**src/rtl/int_div_dispatch.sv**
```systemverilog
// Front-end sequencer for an iterative unsigned divider: RV32M DIV/DIVU/REM/REMU
// with local divide-by-zero/overflow handling. Signed support under INT_DIV_DISPATCH_SIGNED_EN.
module int_div_dispatch #(
    parameter int BITWIDTH = 32,
    parameter int TAGWIDTH = 5
) (
    input  logic                clk,
    input  logic                rst,
    input  logic                in_valid,
    output logic                in_ready,
    input  logic [1:0]          in_op,
    input  logic [BITWIDTH-1:0] in_a,
    input  logic [BITWIDTH-1:0] in_b,
    input  logic [TAGWIDTH-1:0] in_tag,
    output logic                out_valid,
    input  logic                out_ready,
    output logic [BITWIDTH-1:0] out_data,
    output logic [TAGWIDTH-1:0] out_tag,
    output logic                div_req,
    output logic [BITWIDTH-1:0] div_a,
    output logic [BITWIDTH-1:0] div_b,
    input  logic                div_ack,
    input  logic [BITWIDTH-1:0] div_quotient,
    input  logic [BITWIDTH-1:0] div_remainder
);

    typedef enum logic [2:0] {IDLE, ISSUE, WAIT, FIXUP, DONE} state_t;

    state_t              state_reg, state_next;
    logic                accept;
    logic                special;
    logic                overflow;
    logic [BITWIDTH-1:0] a_mag, b_mag;
    logic [BITWIDTH-1:0] quo_fix, rem_fix;

    logic                op_rem_reg;
    logic [TAGWIDTH-1:0] tag_reg;
    logic [BITWIDTH-1:0] div_a_reg, div_b_reg;
    logic [BITWIDTH-1:0] quo_reg, rem_reg;
    logic [BITWIDTH-1:0] out_data_reg;

    assign accept  = in_valid && in_ready;
    assign special = (in_b == '0) || overflow;

`ifdef INT_DIV_DISPATCH_SIGNED_EN
    localparam logic [BITWIDTH-1:0] MOST_NEG = {1'b1, {(BITWIDTH-1){1'b0}}};

    logic in_signed, a_neg, b_neg;
    logic q_neg_reg, r_neg_reg;

    assign in_signed = ~in_op[0];
    assign a_neg     = in_signed & in_a[BITWIDTH-1];
    assign b_neg     = in_signed & in_b[BITWIDTH-1];
    // The most negative value negates to itself, which is its correct unsigned magnitude.
    assign a_mag     = a_neg ? -in_a : in_a;
    assign b_mag     = b_neg ? -in_b : in_b;
    assign overflow  = in_signed && (in_a == MOST_NEG) && (in_b == '1);

    always_ff @(posedge clk) begin
        if (rst) begin
            q_neg_reg <= 1'b0;
            r_neg_reg <= 1'b0;
        end else if (accept) begin
            q_neg_reg <= a_neg ^ b_neg;
            r_neg_reg <= a_neg;
        end
    end

    assign quo_fix = q_neg_reg ? -quo_reg : quo_reg;
    assign rem_fix = r_neg_reg ? -rem_reg : rem_reg;
`else
    logic unused_op_sign;
    assign unused_op_sign = in_op[0];
    assign a_mag    = in_a;
    assign b_mag    = in_b;
    assign overflow = 1'b0;
    assign quo_fix  = quo_reg;
    assign rem_fix  = rem_reg;
`endif

    always_ff @(posedge clk) begin
        if (rst) begin
            state_reg <= IDLE;
        end else begin
            state_reg <= state_next;
        end
    end

    always_comb begin
        state_next = state_reg;
        case (state_reg)
            IDLE:    if (accept) state_next = special ? DONE : ISSUE;
            ISSUE:   state_next = WAIT;
            WAIT:    if (div_ack) state_next = FIXUP;
            FIXUP:   state_next = DONE;
            DONE:    if (out_ready) state_next = IDLE;
            default: state_next = IDLE;
        endcase
    end

    always_comb begin
        in_ready  = 1'b0;
        div_req   = 1'b0;
        out_valid = 1'b0;
        if (!rst) begin
            in_ready  = (state_reg == IDLE);
            div_req   = (state_reg == ISSUE);
            out_valid = (state_reg == DONE);
        end
    end

    // Operand capture, special-case results, divider capture and sign restore.
    always_ff @(posedge clk) begin
        if (rst) begin
            op_rem_reg   <= 1'b0;
            tag_reg      <= '0;
            div_a_reg    <= '0;
            div_b_reg    <= '0;
            quo_reg      <= '0;
            rem_reg      <= '0;
            out_data_reg <= '0;
        end else begin
            if (state_reg == IDLE && accept) begin
                op_rem_reg <= in_op[1];
                tag_reg    <= in_tag;
                div_a_reg  <= a_mag;
                div_b_reg  <= b_mag;
                if (in_b == '0) begin
                    out_data_reg <= in_op[1] ? in_a : '1;
                end else if (overflow) begin
                    out_data_reg <= in_op[1] ? '0 : in_a;
                end
            end
            if (state_reg == WAIT && div_ack) begin
                quo_reg <= div_quotient;
                rem_reg <= div_remainder;
            end
            if (state_reg == FIXUP) begin
                out_data_reg <= op_rem_reg ? rem_fix : quo_fix;
            end
        end
    end

    assign out_data = out_data_reg;
    assign out_tag  = tag_reg;
    assign div_a    = div_a_reg;
    assign div_b    = div_b_reg;

endmodule

```
**config.mk**
```make
export PLATFORM = sky130hd
export DESIGN_NAME = int_div_dispatch
export DESIGN_NICKNAME = d
export VERILOG_FILES = /design/src/rtl/int_div_dispatch.sv
export SDC_FILE = /design/constraint.sdc
export NUM_CORES = 1
export LEC_CHECK = 0
export CAP_MARGIN = 10
export CORE_AREA = 2 2 133 135
export CTS_BUF_LIST = sky130_fd_sc_hd__clkbuf_8
export CTS_CLUSTER_SIZE = 24
export DETAILED_ROUTE_END_ITERATION = 8
export DIE_AREA = 0 0 135 137
export PLACE_DENSITY_LB_ADDON = 0.15
export SYNTH_ARGS = -nofsm -noshare
export SYNTH_HDL_FRONTEND = slang
export SYNTH_SLANG_ARGS = --single-unit
```
**constraint.sdc**
```tcl
create_clock -name clk -period 2.15 [get_ports clk]
set_input_delay 0.645 -clock clk [delete_from_list [all_inputs] [get_ports clk]]
set_output_delay 0.645 -clock clk [all_outputs]
set_load 0.05 [all_outputs]
```
Yosys cells after proc, flatten, opt, wreduce, memory -nomap -nowiden
Index checks and enable logic that the tools add are counted.
{ "word_totals": {"inputBits": 140, "regBits": 169, "n_memories": 0, "romBits": 0, "latchBits": 0, "mem_bits_rw": 0, "out_inout_bits": 104} }
{ "op_classes": {"div": 0, "n_mux": 13, "bitwise": 0, "order_cmp": 0, "eq_ne": 7, "n_shift": 0, "n_mul": 0, "addsub": 0, "n_reduce_logical": 9} }
{ "ops": {"columns": ["operator", "count"], "rows": [
  ["two-way mux 32 bit", 5],
  ["logical NOT 32 bit", 1],
  ["case mux 3 bit (5 select lines)", 1],
  ["two-way mux 3 bit", 4],
  ["== test 3 x 2 -> 1 bit, second input constant", 2],
  ["inequality test 2 bit, second input constant", 3],
  ["nonzero test 2 bit", 2],
  ["== test 3 x 1 -> 1 bit, second input constant", 1],
  ["== test 3 bit, second input constant", 1],
  ["logical AND 1 bit", 3],
  ["logical NOT 3 bit", 1],
  ["two-way mux 1 bit", 3],
  ["AND reduction 3 bit", 1],
  ["AND reduction 2 bit", 1]
]} }

Depth between registers and ports, before layout
Gate-level depths: netlist (run 1).
{ "depth": {"depth_word": 6, "ltp_mapped": 9, "ltp_nobuf": 5} }

Least setup slack after synthesis (run 1)
Ideal clock, no wire load.
{ "synth_path": {"path_type": "input to output", "from": "input port rst", "to": "output port div_req", "setup_slack_ns": -1.157, "required_ns": 1.505, "path_stages": 3, "t_arrival_ns": 2.662, "path_cell_list": "clkbuf_1 -> clkbuf_1 -> nor4b_1"} }
{ "synth_via": {"elab_chain_len": 1} }
{ "synth_lines": {"columns": ["element", "line", "text"], "rows": [
  ["from (decl)", "8", "input logic rst,"],
  ["two-way mux 1 bit", "105", "if (!rst) begin"],
  ["to (decl)", "19", "output logic div_req,"]
]} }
Every way passes these cells.

Worst setup path after layout (run 1)
{ "layout_path": {"from": "register state_reg[1]", "to": "output port in_ready"} }
{ "layout_via": {"elab_chain_len": 2} }
{ "layout_lines": {"columns": ["element", "line", "text"], "rows": [
  ["from (decl)", "29", "state_t state_reg, state_next;"],
  ["from (signal assigned)", "85", "state_reg <= state_next;"],
  ["logical NOT 3 bit", "106", "in_ready = (state_reg == IDLE);"],
  ["two-way mux 1 bit", "105", null],
  ["to (decl)", "10", "output logic in_ready,"]
]} }
Every way passes these cells.

==> run_results.csv, run 1 <==
group,metric,value,unit
setup_path,worst_path_max_delay_cell,"or4_4",
sta,layout_min_cycle_time,2.204,ns
setup_path,worstSetupPathType,"reg -> out",
cells_and_area,fillers,1595,
clocking,clock_sinks,169,
setup_path,cp_max_fo,3,
pwr,p_comb_share,20.9,%
pwr,internal_power,5.127,mW
clocking,ctsHoldBuffers,0,
sta,finalMaxSlewViolations,0,
cells_and_area,regArea,3386,µm²
hold_path,hold_path.class,"reg -> reg",
cells_and_area,multiInputGateArea,3427,µm²
pwr,seqPwrFrac,46.4,%
cells_and_area,drive_gt1_share,15.31,%
global_routing,grt_pass1_wl,33.91,mm
synth,synth_top_cell_area_share,46.85,%
drt,ant_nets,0,
drt,dr.pass1.iters,5,
global_routing,grt.met2_usage,37.28,%
clocking,clock_latency,0.47,ns
synth,synth_edf_count,0,
sta,fin_crit_sh,102.5,%
sta,setup_viol,1,
synth,synth-seq-area-share,46.85,%
placement,gp_congestion,0.7699,
floorplanning,die_x,135,µm
synth,syn-num-nets,1050,
cells_and_area,insertedDiodeCount,0,
pwr,ir_drop,0.3747,mV
floorplanning,rows,48,
pwr,p_sw_share,29.62,%
synth,syn_area,7221,µm²
drt,drc,0,
sta,whs,0.4526,ns
setup_path,path_cells,"or4_4 -> clkinv_4 -> buf_12",
cells_and_area,layout.nets,1259,
global_routing,gr-usage-met1,30.52,%
synth,yosysMostFrequentCell,"nand2_1",
global_routing,grt_max_degree,73,
clocking,cts_inserted_buffers,17,
setup_path,cp-end-kind,"output pin",
drt,drt_iter0_markers,497,
global_routing,grt_pass1_vias,6627,
drt,vias_per_cell,5.227,
job,cap_violations,0,
status,violations,"setup timing",
sta,fin_skew,0.01519,ns
floorplanning,initial_core_util,42.33,%
synth,yosysTopAreaCell,"dfxtp_1",
global_routing,grt_overflow_total,0,
drt,vias,7082,
clocking,cts_tree,"built",
drt,wl_per_cell,16.01,µm
global_routing,busiest_layer,"met2",
clocking,cts_max_level,4,
pwr,power.share.clock,32.7,%
global_routing,grtUsageMet3,5.852,%
synth,ys_top_cells_by_area,"dfxtp_1, nand2_1, a21oi_1, mux2_2, nand3_1",
synth,synth-main-ff-cell,"dfxtp_1",
placement,dp_hpwl,14.64,mm
global_routing,antenna_found_initial,0,
floorplanning,core,17060,µm²
sta,rsz0062_at_grt,"true",
synth,synthDistinctLibCells,32,
status,status,"finished, violations left",
global_routing,grtUsageTotal,23.13,%
placement,place_area,9836,µm²
floorplanning,floorplan.die_area,18500,µm²
pwr,p_leak,4.228,nW
setup_path,max_stage_delay,0.55,ns
floorplanning,dieHeight,137,µm
sta,worst_pin_slew,0.7490,ns
setup_path,worstPathRequired,1.50,ns
cells_and_area,design_area,10230,µm²
sta,fin_ws,-0.05364,ns
clocking,clk_path_buf_depth,2,
synth,synth.avg_cell_area,7.935,µm²
sta,slew_headroom,50.07,%
pwr,powerDensity,711.9,nW/µm²
placement,portBuffers,242,
pwr,power.switching,2.158,mW
setup_path,start_kind,"flop",
clocking,cts.clk_slew.worst_paths,0.08,ns
drt,drt_wl_total,21.70,mm
clocking,post-cts-setup-buffers,0,
synth,async_reset_ff_share,0,%
synth,netlist_top_cells_count,"nand2_1, dfxtp_1, a21oi_1, nand3_1, clkbuf_1",
sta,fmax,0.4538,GHz
sta,hold_viol,0,
cells_and_area,syn2layout_area_growth,41.73,%
floorplanning,ioPinCount,244,
setup_path,worstPathArrival,1.56,ns
synth,synth-seq-cells,169,
synth,ys.warnings.count,0,
synth,netlist_instances,910,
clocking,cts-root-buf,"clkbuf_8",
[critical path: cells and delay by family (launching register included)]
kind | cells | cell delay, ns
AND/OR/NAND/NOR | 1 | 0.55
flip-flops | 1 | 0.32
buffers and inverters | 2 | 0.22
[layer usage]
metal	part of all wire [%]	vias up	wire [µm]
met5	0	-	0
met4	1.3	0	291
met3	6.5	22	1420
met2	47	245	10150
met1	45	3257	9838
li1	-	3558	-
[cell type report]
class,instances,area share [%]
Multi-Input combinational cell,622,33.49
Sequential cell,169,33.08
Timing Repair Buffer,274,25.35
Tap cell,225,2.751
Clock buffer,18,2.421
Clock inverter,12,1.577
Inverter,35,1.333
[power groups by stage]
stage	Clock (mW)	Sequential [mW]	Combinational [mW]
global route	2.56	3.40	1.62
finish	2.38	3.38	1.52
global placement	0	3.45	1.56
detailed placement	0	3.45	1.56
floorplan	0	3.88	0.460
CTS	2.43	3.38	1.52
[cell families (layout without fill, tap and decap cells)]
kind of cell	after synthesis	after routing	synth area share (%)
simple gates	361	361	21.24
mux	32	32	4.991
compound gates	228	228	19.86
buf+inv	119	339	6.931
xor+xnor	1	1	0.1213
flops	169	169	46.85
[cells in the final DEF, fill, tap and decap left out, types with 2 or more instances in the layout]
cell type / netlist / routed
nand2_1: 237 / 237
dfxtp_1: 169 / 167
clkdlybuf4s50_1: 0 / 137
a21oi_1: 96 / 96
buf_4: 0 / 85
nand3_1: 70 / 70
dlygate4sd2_1: 0 / 39
inv_1: 33 / 37
o21ai_0: 33 / 33
mux2_2: 32 / 32
nor2_1: 33 / 32
a31oi_1: 32 / 32
o211ai_1: 32 / 32
a221o_1: 32 / 32
clkbuf_8: 0 / 18
buf_12: 0 / 11
nor4_1: 8 / 4
nor4_2: 0 / 4
bufinv_16: 0 / 4
nor4b_4: 0 / 2
clkinv_4: 0 / 2
nand4_1: 2 / 2
clkinv_2: 1 / 2
dfxtp_2: 0 / 2
buf_6: 5 / 2
[what timing repair did]
| item | CTS | global route |
|---|---|---|
| pin swaps | 3 | 2 |
| setup endpoints to repair | 42 | 32 |
| gates resized for setup | 42 | 5 |
[through the flow]
stage	setup TNS, ns	total power [mW]	setup slack [ns]	utilization, %	cells
after floorplan	-0.1238	4.342	-0.08257	-	910
after global placement	-15.59	5.005	-0.4507	57.67	1325
after detailed placement	-15.27	5.017	-0.4477	57.67	1325
after CTS	-0.09772	7.327	-0.09772	59.83	1355
after global routing	-0.9313	7.581	-0.1114	60.00	1355
final	-0.05364	7.286	-0.05364	60.00	1355
[worst paths after layout]
check / start / endpoint / slack, ns / depth (start not counted)
setup / recovery: state_reg[1] / in_ready / -0.05 / 3
hold / removal: div_b[8] / div_b[8] / 0.45 / 2
setup reg to reg: state_reg[1] / state_reg[0] / 0.34 / 5
hold reg to reg: div_b[8] / div_b[8] / 0.45 / 2
Note: power is estimated with default switching activity, not from simulation.
==> inputs of run 2 (changes only) <==
--- a/config.mk
+++ b/config.mk
@@ -11,7 +11,7 @@
 export CTS_CLUSTER_SIZE = 24
 export DETAILED_ROUTE_END_ITERATION = 8
 export DIE_AREA = 0 0 135 137
-export PLACE_DENSITY_LB_ADDON = 0.15
+export PLACE_DENSITY = 0.86
 export SYNTH_ARGS = -nofsm -noshare
 export SYNTH_HDL_FRONTEND = slang
 export SYNTH_SLANG_ARGS = --single-unit
==> run 2 against run 1 <==
Compared with the run above:
- the flow still finishes with violations (setup timing)
- count of clock-buffer cells in the layout rose by 1
- sequential share of layout area fell by 0.46 points
- sequential cell count did not move
- combinational power barely moved
- total power rose by 0.21%
- non-clock buffer count rose by 1
- routed wire length rose by 2.7%
- die area did not move
- cell count rose by 0.22%
- clock power barely moved
- sequential power barely moved
- critical path type is now in -> reg
- largest cell class unchanged
- largest power group unchanged
==> run_results.csv, run 2 (same netlist as run 1, synthesis figures left out) <==
group,metric,value,unit
status,status,"finished, violations left",
status,violations,"setup timing",
hold_path,hold_path.class,"reg -> reg",
global_routing,antenna_found_initial,0,
sta,hold_viol,0,
job,cap_violations,0,
cells_and_area,final_common_cell,"nand2_1",
clocking,cts_tree,"built",
placement,portBuffers,242,
setup_path,reg2reg_depth,6,
placement,dpl.cell_count,1323,
cells_and_area,design_area,10390,µm²
setup_path,rrSetupSlack,0.16,ns
placement,gp_congestion,0.7754,
hold_path,hold_end,"out_tag[3]",
pwr,powerDensity,703.0,nW/µm²
setup_path,r2r-start,"state_reg[1]",
drt,dr.pass1.iters,5,
cells_and_area,syn2layout_area_growth,43.82,%
placement,dp_hpwl,15.05,mm
sta,fin_ws,-0.06645,ns
sta,setup_viol,33,
drt,drt_wl_total,22.29,mm
cells_and_area,final_cell_mix,"nand2_1, dfxtp_1, clkdlybuf4s50_1",
cells_and_area,fin_cells,1358,
global_routing,grtUsageTotal,23.52,%
sta,fin_crit_sh,103.1,%
drt,drt_iter0_markers,450,
clocking,clock_sinks,169,
drt,drc,0,
floorplanning,ioPinCount,244,
clocking,cts_inserted_buffers,17,
drt,wl_per_cell,16.41,µm
clocking,cts.clk_slew.worst_paths,0.08,ns
setup_path,timing.rr.end,"state_reg[0]",
floorplanning,die_x,135,µm
sta,layout_min_cycle_time,2.216,ns
pwr,p_leak,4.333,nW
placement,place_ws,-0.5054,ns
setup_path,cp_max_fo,16,
clocking,clock_latency,0.46,ns
global_routing,grt_pass1_vias,7001,
sta,rsz0062_at_grt,"true",
clocking,ctsHoldBuffers,0,
drt,vias,7318,
pwr,p_sw_share,30.37,%
setup_path,worstPathArrival,2.55,ns
pwr,power.share.clock,32.5,%
cells_and_area,insertedDiodeCount,0,
setup_path,cp-end-kind,"flop",
floorplanning,initial_core_util,42.33,%
sta,fin_skew,0.01307,ns
drt,ant_nets,0,
hold_path,whs_path_depth,2,
hold_path,worstHoldStart,"out_tag[3]",
global_routing,grt_pass1_wl,34.47,mm
floorplanning,floorplan.die_area,18500,µm²
pwr,p_comb_share,21.2,%
pwr,seqPwrFrac,46.3,%
floorplanning,core,17060,µm²
clocking,clk_path_buf_depth,2,
cells_and_area,layout.nets,1260,
pwr,ir_drop,0.3473,mV
floorplanning,rows,48,
sta,fmax,0.4512,GHz
sta,slew_headroom,61.06,%
pwr,power.switching,2.217,mW
setup_path,start_kind,"primary input",
global_routing,grt_overflow_total,0,
setup_path,worstPathRequired,2.49,ns
pwr,internal_power,5.084,mW
clocking,cts-root-buf,"clkbuf_8",
drt,vias_per_cell,5.389,
global_routing,grt_max_degree,97,
setup_path,startpoint,"in_b[5]",
sta,finalMaxSlewViolations,0,
cells_and_area,fillers,1486,
sta,worst_pin_slew,0.5841,ns
clocking,cts_max_level,4,
placement,place_area,9887,µm²
cells_and_area,drive_gt1_share,15.00,%
floorplanning,dieHeight,137,µm
setup_path,worstSetupPathType,"in -> reg",
[run 2: area by class of cell]
cell class	instances	area (µm²)	area share, %
repair buffers	275	2704	26.04
flip-flops and latches	169	3388	32.63
well taps	225	281.5	2.711
multi-input cells	622	3461	33.33
clock inverters	13	152.6	1.470
clock buffers	19	261.5	2.518
inverters	35	136.4	1.313
[run 2: per-layer routing]
metal  track usage, %  up-vias  wire [µm]
met3            7.000       34       1696
met4            8.796        0        488
li1                 -     3573          -
met5                0        -          0
met2            39.90      278      10820
met1            28.23     3433       9277
[run 2: stage by stage]
stage	utilization [%]	power [mW]	TNS [ns]	hold WS [ns]
2_1_floorplan	-	4.342	-0.1238	0.4301
3_3_place_gp	57.97	5.012	-16.06	0.4393
3_5_place_dp	57.97	5.037	-16.29	0.4433
4_1_cts	60.21	7.330	-0.04698	0.4568
5_1_grt	60.89	7.588	-1.536	0.4516
6_report	60.89	7.301	-1.461	0.4534
[run 2: worst max path at each step]
stage,endpoint,slack (ns),cells after the start
2_1_floorplan,div_req,-0.08,3
3_3_place_gp,out_data[20],-0.49,6
3_5_place_dp,out_data[30],-0.51,6
4_1_cts,in_ready,-0.05,3
5_1_grt,in_ready,-0.08,3
6_report,out_data[12],-0.07,6
[run 2: critical path, cell delays in order]
cell and delay, ns:
clkdlybuf4s50_1 0.46, nor4_2 0.33, nand4_1 0.25, o211a_4 0.35, buf_8 0.16, a221o_1 0.35
[run 2: repair_timing]
| action | CTS | global route |
|---|---|---|
| endpoints found under the setup margin | 70 | 35 |
| resized for setup | 55 | 21 |
| cloned | 0 | 1 |
| pin swaps | 3 | 9 |
| setup buffers | 2 | 0 |
[run 2: power by group through the flow]
stage | Sequential, mW | Combinational (mW) | Clock [mW]
2_1_floorplan | 3.88 | 0.460 | 0
3_3_place_gp | 3.45 | 1.57 | 0
3_5_place_dp | 3.45 | 1.58 | 0
4_1_cts | 3.38 | 1.54 | 2.42
5_1_grt | 3.40 | 1.65 | 2.54
6_report | 3.38 | 1.55 | 2.37
